## src/rtl/csa_pipe_if.sv

```systemverilog
// Handshake and operand/result bundle for csa_pipe.
// The ovf signal exists only when CSA_PIPE_OVF_EN is defined.
interface csa_pipe_if #(
  parameter int WIDTH = 32
);
  logic             in_valid;
  logic             in_ready;
  logic [WIDTH-1:0] a;
  logic [WIDTH-1:0] b;
  logic             cin;
  logic             out_valid;
  logic             out_ready;
  logic [WIDTH-1:0] sum;
  logic             cout;
`ifdef CSA_PIPE_OVF_EN
  logic             ovf;
`endif

  modport master (
    output in_valid, a, b, cin, out_ready,
`ifdef CSA_PIPE_OVF_EN
    input  ovf,
`endif
    input  in_ready, out_valid, sum, cout
  );

  modport slave (
    input  in_valid, a, b, cin, out_ready,
`ifdef CSA_PIPE_OVF_EN
    output ovf,
`endif
    output in_ready, out_valid, sum, cout
  );
endinterface

```

## src/rtl/csa_pipe.sv

```systemverilog
// Pipelined carry-select adder: one BLOCK-wide slice resolved per stage, STAGES = WIDTH/BLOCK.
// Define CSA_PIPE_OVF_EN to add a registered signed-overflow flag (bus.ovf).
module csa_pipe #(
  parameter int WIDTH = 32,
  parameter int BLOCK = 8
) (
  input logic       clk,
  input logic       rst_n,
  csa_pipe_if.slave bus
);
  localparam int STAGES = WIDTH / BLOCK;

  logic advance;
  logic out_valid;

  // The whole pipe moves as one; it only freezes when a finished result is being refused.
  assign advance      = !out_valid || bus.out_ready;
  assign bus.in_ready = advance;

  for (genvar k = 0; k < STAGES; k++) begin : g_stage
    localparam int IW = WIDTH - k * BLOCK;  // operand bits still unresolved on entry
    localparam int LW = (k + 1) * BLOCK;    // sum bits resolved on exit

    logic [IW-1:0]  a_src;
    logic [IW-1:0]  b_src;
    logic           c_src;
    logic           v_src;
    logic [BLOCK:0] blk_c0;
    logic [BLOCK:0] blk_c1;
    logic [BLOCK:0] blk_sel;
    logic [LW-1:0]  sum_d;
    logic [LW-1:0]  sum_q;
    logic           carry_q;
    logic           valid_q;

    if (k == 0) begin : g_head
      assign a_src = bus.a;
      assign b_src = bus.b;
      assign c_src = bus.cin;
      assign v_src = bus.in_valid;
      assign sum_d = blk_sel[BLOCK-1:0];
    end else begin : g_body
      assign a_src = g_stage[k-1].g_fwd.a_q;
      assign b_src = g_stage[k-1].g_fwd.b_q;
      assign c_src = g_stage[k-1].carry_q;
      assign v_src = g_stage[k-1].valid_q;
      assign sum_d = {blk_sel[BLOCK-1:0], g_stage[k-1].sum_q};
    end

    // Both block sums are formed in parallel; the incoming carry only drives the select.
    assign blk_c0  = {1'b0, a_src[BLOCK-1:0]} + {1'b0, b_src[BLOCK-1:0]};
    assign blk_c1  = {1'b0, a_src[BLOCK-1:0]} + {1'b0, b_src[BLOCK-1:0]} + (BLOCK+1)'(1);
    assign blk_sel = c_src ? blk_c1 : blk_c0;

    // NOTE: state uses non-blocking assignments so every stage samples its neighbour's
    // pre-edge value; data registers carry the async reset too, so sum/cout read 0 in reset.
    always_ff @(posedge clk or negedge rst_n) begin
      if (!rst_n) begin
        valid_q <= 1'b0;
        carry_q <= 1'b0;
        sum_q   <= '0;
      end else if (advance) begin
        valid_q <= v_src;
        if (v_src) begin
          carry_q <= blk_sel[BLOCK];
          sum_q   <= sum_d;
        end
      end
    end

    if (k < STAGES - 1) begin : g_fwd
      logic [IW-BLOCK-1:0] a_q;
      logic [IW-BLOCK-1:0] b_q;

      always_ff @(posedge clk or negedge rst_n) begin
        if (!rst_n) begin
          a_q <= '0;
          b_q <= '0;
        end else if (advance && v_src) begin
          a_q <= a_src[IW-1:BLOCK];
          b_q <= b_src[IW-1:BLOCK];
        end
      end
    end else begin : g_tail
`ifdef CSA_PIPE_OVF_EN
      // The last block holds the operand MSBs, so overflow is decided here.
      logic ovf_q;

      always_ff @(posedge clk or negedge rst_n) begin
        if (!rst_n) begin
          ovf_q <= 1'b0;
        end else if (advance && v_src) begin
          ovf_q <= (a_src[BLOCK-1] == b_src[BLOCK-1]) && (blk_sel[BLOCK-1] != a_src[BLOCK-1]);
        end
      end

      assign bus.ovf = ovf_q;
`endif
      assign out_valid     = valid_q;
      assign bus.out_valid = valid_q;
      assign bus.sum       = sum_q;
      assign bus.cout      = carry_q;
    end
  end
endmodule

```

## src/flat_wrapper.sv

```systemverilog
// flat-port wrapper written by rule: the top's interface ports become plain ports
module csa_pipe_flat 
#(
  parameter int WIDTH = 32,
  parameter int BLOCK = 8
)
  (clk, rst_n, bus_in_valid, bus_a, bus_b, bus_cin, bus_out_ready, bus_in_ready, bus_out_valid, bus_sum, bus_cout);
  csa_pipe_if #(.WIDTH(WIDTH)) bus_i ();
  input logic clk;
  input logic rst_n;
  input wire logic [$bits(bus_i.in_valid)-1:0] bus_in_valid;
  input wire logic [$bits(bus_i.a)-1:0] bus_a;
  input wire logic [$bits(bus_i.b)-1:0] bus_b;
  input wire logic [$bits(bus_i.cin)-1:0] bus_cin;
  input wire logic [$bits(bus_i.out_ready)-1:0] bus_out_ready;
  output wire logic [$bits(bus_i.in_ready)-1:0] bus_in_ready;
  output wire logic [$bits(bus_i.out_valid)-1:0] bus_out_valid;
  output wire logic [$bits(bus_i.sum)-1:0] bus_sum;
  output wire logic [$bits(bus_i.cout)-1:0] bus_cout;
  assign bus_i.in_valid = bus_in_valid;
  assign bus_i.a = bus_a;
  assign bus_i.b = bus_b;
  assign bus_i.cin = bus_cin;
  assign bus_i.out_ready = bus_out_ready;
  assign bus_in_ready = bus_i.in_ready;
  assign bus_out_valid = bus_i.out_valid;
  assign bus_sum = bus_i.sum;
  assign bus_cout = bus_i.cout;
  csa_pipe #(.WIDTH(WIDTH), .BLOCK(BLOCK)) u_core (.clk(clk), .rst_n(rst_n), .bus(bus_i));
endmodule
```

## config.mk

```make
export PLATFORM = sky130hd
export DESIGN_NAME = csa_pipe_flat
export DESIGN_NICKNAME = d
export VERILOG_FILES = /design/src/rtl/csa_pipe_if.sv /design/src/rtl/csa_pipe.sv /design/src/flat_wrapper.sv
export SDC_FILE = /design/constraint.sdc
export NUM_CORES = 1
export LEC_CHECK = 0
export ABC_AREA = 1
export BUFFER_PORTS_ARGS = -buffer_cell sky130_fd_sc_hd__buf_2
export CAP_MARGIN = 20
export CELL_PAD_IN_SITES_DETAIL_PLACEMENT = 0
export CELL_PAD_IN_SITES_GLOBAL_PLACEMENT = 2
export CORE_MARGIN = 3
export CORE_UTILIZATION = 37
export CTS_CLUSTER_SIZE = 20
export DETAILED_ROUTE_END_ITERATION = 8
export GPL_ROUTABILITY_DRIVEN = 0
export HOLD_SLACK_MARGIN = 0.03
export PLACE_DENSITY_LB_ADDON = 0.08
export SLEW_MARGIN = 0
export SYNTH_ARGS = -nofsm -noshare
export SYNTH_HDL_FRONTEND = slang
export SYNTH_SLANG_ARGS = --single-unit
```

## constraint.sdc

```tcl
create_clock -name clk -period 4.2 [get_ports clk]
set_input_delay 0.21 -clock clk [delete_from_list [all_inputs] [get_ports clk]]
set_output_delay 0.21 -clock clk [all_outputs]
set_load 0.02 [all_outputs]
```

==> summary.txt <==
Routing
  – DRT iter0 DRCs: 335
  – Via count: 7246
  – Drt pass-1 iters: 5
  – Final ANT Viol Nets: 0
  – WL/cell: 12.9 um
  – # DRC: 0
  – Avg Vias per Cell: 4.44
  – Post-Route WL: 21.0 mm

Timing
  – F_max: 0.451 GHz
  – Fin crit share: 52.8%
  – Setup TNS: 0 ns
  – Post-route clock skew: 0.0152 ns
  – Least-Margin Pin Slew: 0.961 ns
  – Hold slack: 0.155 ns
  – Setup WS post-layout: 1.98 ns
  – Final Hold Viols: 0
  – Final min period: 2.22 ns
  – Rel. slew slack: 35.8%
  – Final Max Slew Viols: 0
  – RSZ-0062 raised after global routing: no
  – Setup violations, final: 0

Critical path
  – Worst r2r src: u_core.g_stage[2].g_fwd.b_q[0]$_DFFE_PN0P_
  – Worst path arrival time: 2.54 ns
  – CP delay by family, top: adder cells
  – CP Capture Type: flop
  – Crit path buffers/inverters: 1
  – Crit path launch type: flop
  – Critical-path cell list: ha_1 > fa_1 > ha_1 > inv_1 > nor3_4 > nand3_2 > nor2_4 > nand4_1 > nand3_1 > nand2_1
  – CP Max Fanout: 4
  – Most used cell, CP: ha_1
  – Slowest CP cell: fa_1
  – Max stage delay on crit path: 0.54 ns
  – Critical R2R Capture: u_core.bus.cout$_DFFE_PN0P_
  – Worst Path Required: 4.52 ns
  – Reg2reg setup slack: 1.98 ns
  – Type of the worst setup path: flop to flop
  – R2r worst-path depth: 10

Global route
  – Largest net degree at the start of global routing: 91
  – Met3 Use GR: 2.64%
  – Number of global-route vias before repair: 7159
  – All-Layer GR Usage: 16.6%
  – Total grt overflow: 0
  – First-pass GRT wire length: 35.9 mm
  – Grt peak-use layer: met2
  – Met2 GRT Util: 25.4%
  – M1 GR Usage: 24.6%
  – Initial antenna violation count: 0

Place
  – DP HPWL: 14.7 mm
  – Dpl ws: 1.97 ns
  – Placed Instances: 1551
  – IO buf count: 103

Synthesis
  – Commonest cells post-synth: nand2_1, dfrtp_1, inv_1
  – Top cells by area, synth: dfrtp_1, nand2_1, ha_1
  – Post-synth top area share: 50.1%
  – Register area share after synthesis: 50.1%
  – Synth area leader: dfrtp_1
  – Synth Register Bits: 184
  – Yosys cell types: 35
  – EDFF count, synth: 0
  – Synthesized net count: 1261
  – Post-Syn Instances: 1152
  – Ys Warns: 0
  – Mean Syn Cell Area: 7.97 sq um
  – Cell area after synthesis: 9180 sq um
  – Top FF cell, synth: dfrtp_1
  – Async SR Flop Fraction: 100%
  – Most frequent cell after synthesis: nand2_1

Clock tree
  – Clock Tree Root: clkbuf_16
  – Gates resized, CTS repair: 0
  – Clk_lat worst skew: 0.43 ns
  – H-tree depth: 4
  – Hold_buf cts: 49
  – CTS Buf Count: 17
  – Clock buffer depth: 2
  – Setup bufs post-CTS: 0
  – Clock Pin Slew Worst Setup and Hold Paths: 0.07 ns
  – Sink Count: 184
  – CTS tree: built

Finish
  – Non-filler cells, final: 1632
  – Antenna Cells: 0
  – Final core utilization: 45.6%
  – Nets: 1404
  – Share of post-route cells with drive strength above 1: 14.4%
  – Area delta synth->final: 20.7%

Floorplanning
  – Core Region: 24300 sq um
  – Die outline width: 164 um
  – Initial core utilization: 37.8%
  – Core Rows: 57
  – Die Span Y: 164 um
  – I/O pin count: 104
  – Die area: 26700 sq um

Run
  – Max cap viols: 0

Power
  – Sw Pwr: 3170 uW
  – Clock Power Share: 20.6%
  – Pwr dens: 681 nW/um^2
  – Worst vdd ir: 247 uV
  – Fraction of power consumed by sequential logic: 37.5%
  – Leak pwr: 0.00594 uW
  – Logic pwr share: 41.9%
  – Internal power: 4380 uW
  – Switching Fraction: 42.0%

Run status
  – Status: finished clean

Worst hold path
  – Min-Delay Endpoint: u_core.g_stage[0].sum_q[0]$_DFFE_PN0P_
  – Hold path start: bus_cin
  – Worst Hold Class: primary input to flop
  – Hold Crit Depth: 4
-- metrics by stage --
step                cell area, sq um  total power [uW]
finish                         11100              7550
global route                   11100              8310
CTS                            11100              7680
detailed placement             10000              6050
global placement               10000              6020
floorplan                       9180              5150
-- logic make-up after synthesis --
group | synth area share (%)
xor+xnor | 0.968
buf+inv | 6.79
simple gates | 30.4
fa+ha+maj | 5.78
compound gates | 5.93
flops | 50.1
-- area by class of cell --
class                           instances  area, sq um
Timing Repair Buffer                  160         1070
Clock inverter                         13          123
Fill cell                            2497        13200
Clock buffer                           19          443
Inverter                              125          469
Sequential cell                       184         4600
Multi-Input combinational cell        807         3960
Tap cell                              324          405
-- power groups by stage --
stage | Combinational (uW) | Sequential (uW) | Clock [uW]
floorplan | 2220 | 2930 | 0
global placement | 3170 | 2850 | 0
detailed placement | 3180 | 2870 | 0
CTS | 3230 | 2840 | 1610
finish | 3160 | 2830 | 1550
global route | 3710 | 2920 | 1680
-- routing by layer --
metal / up-vias / wire (um)
met5: - / 0
met4: 0 / 189
met3: 12 / 584
met2: 96 / 8990
met1: 3239 / 11200
li1: 3899 / -
-- how the worst max path moves through the flow --
stage	from	end	slack, ns	depth (start not counted)
final	u_core.g_stage[2].g_fwd.b_q[0]$_DFFE_PN0P_	u_core.bus.cout$_DFFE_PN0P_	1.98	10
after global routing	u_core.g_stage[2].g_fwd.b_q[0]$_DFFE_PN0P_	u_core.bus.cout$_DFFE_PN0P_	1.77	10
after CTS	u_core.g_stage[2].g_fwd.b_q[0]$_DFFE_PN0P_	u_core.bus.cout$_DFFE_PN0P_	1.96	10
after detailed placement	u_core.g_stage[2].g_fwd.b_q[0]$_DFFE_PN0P_	u_core.bus.cout$_DFFE_PN0P_	1.97	10
after global placement	u_core.g_stage[2].g_fwd.b_q[0]$_DFFE_PN0P_	u_core.bus.cout$_DFFE_PN0P_	2.03	10
after floorplan	u_core.g_stage[2].g_fwd.b_q[0]$_DFFE_PN0P_	u_core.bus.cout$_DFFE_PN0P_	2.13	10
-- flip-flops by register name (all words and copies together) (netlist names) --
name and count:
u_core.g_stage.g_fwd.a_q 48, u_core.g_stage.valid_q 3, u_core.bus.cout 1, u_core.g_stage.carry_q 3
u_core.g_stage.sum_q 48, u_core.bus.out_valid 1, u_core.bus.sum 32, u_core.g_stage.g_fwd.b_q 48
-- cells in the final DEF, fill, tap and decap left out, drive strengths merged --
| cell | instances |
|---|---|
| nand2 | 527 |
| dfrtp | 184 |
| inv | 126 |
| buf | 111 |
| o21ai | 79 |
| nand3 | 61 |
| dlygate4sd3 | 49 |
| ha | 36 |
| nor2 | 34 |
| clkbuf | 19 |
| nand4 | 18 |
| a21oi | 13 |
| nand3b | 8 |
| nor3 | 8 |
| clkinv | 7 |
| fa | 4 |
| clkinvlp | 4 |
| o211ai | 3 |
| or2 | 3 |
| a22oi | 3 |
| o31ai | 3 |
| xor2 | 3 |
| xnor2 | 2 |
| o22ai | 1 |
| a31oi | 1 |
| bufinv | 1 |
-- worst reg2reg max path: stages (launching register included) --
cell and delay (ns):
dfrtp_1 0.39, ha_1 0.24, fa_1 0.54, ha_1 0.18, inv_1 0.07, nor3_4 0.22, nand3_2 0.13, nor2_4 0.12
nand4_1 0.09, nand3_1 0.10, nand2_1 0.05
Note: power is estimated with default switching activity, not from simulation.
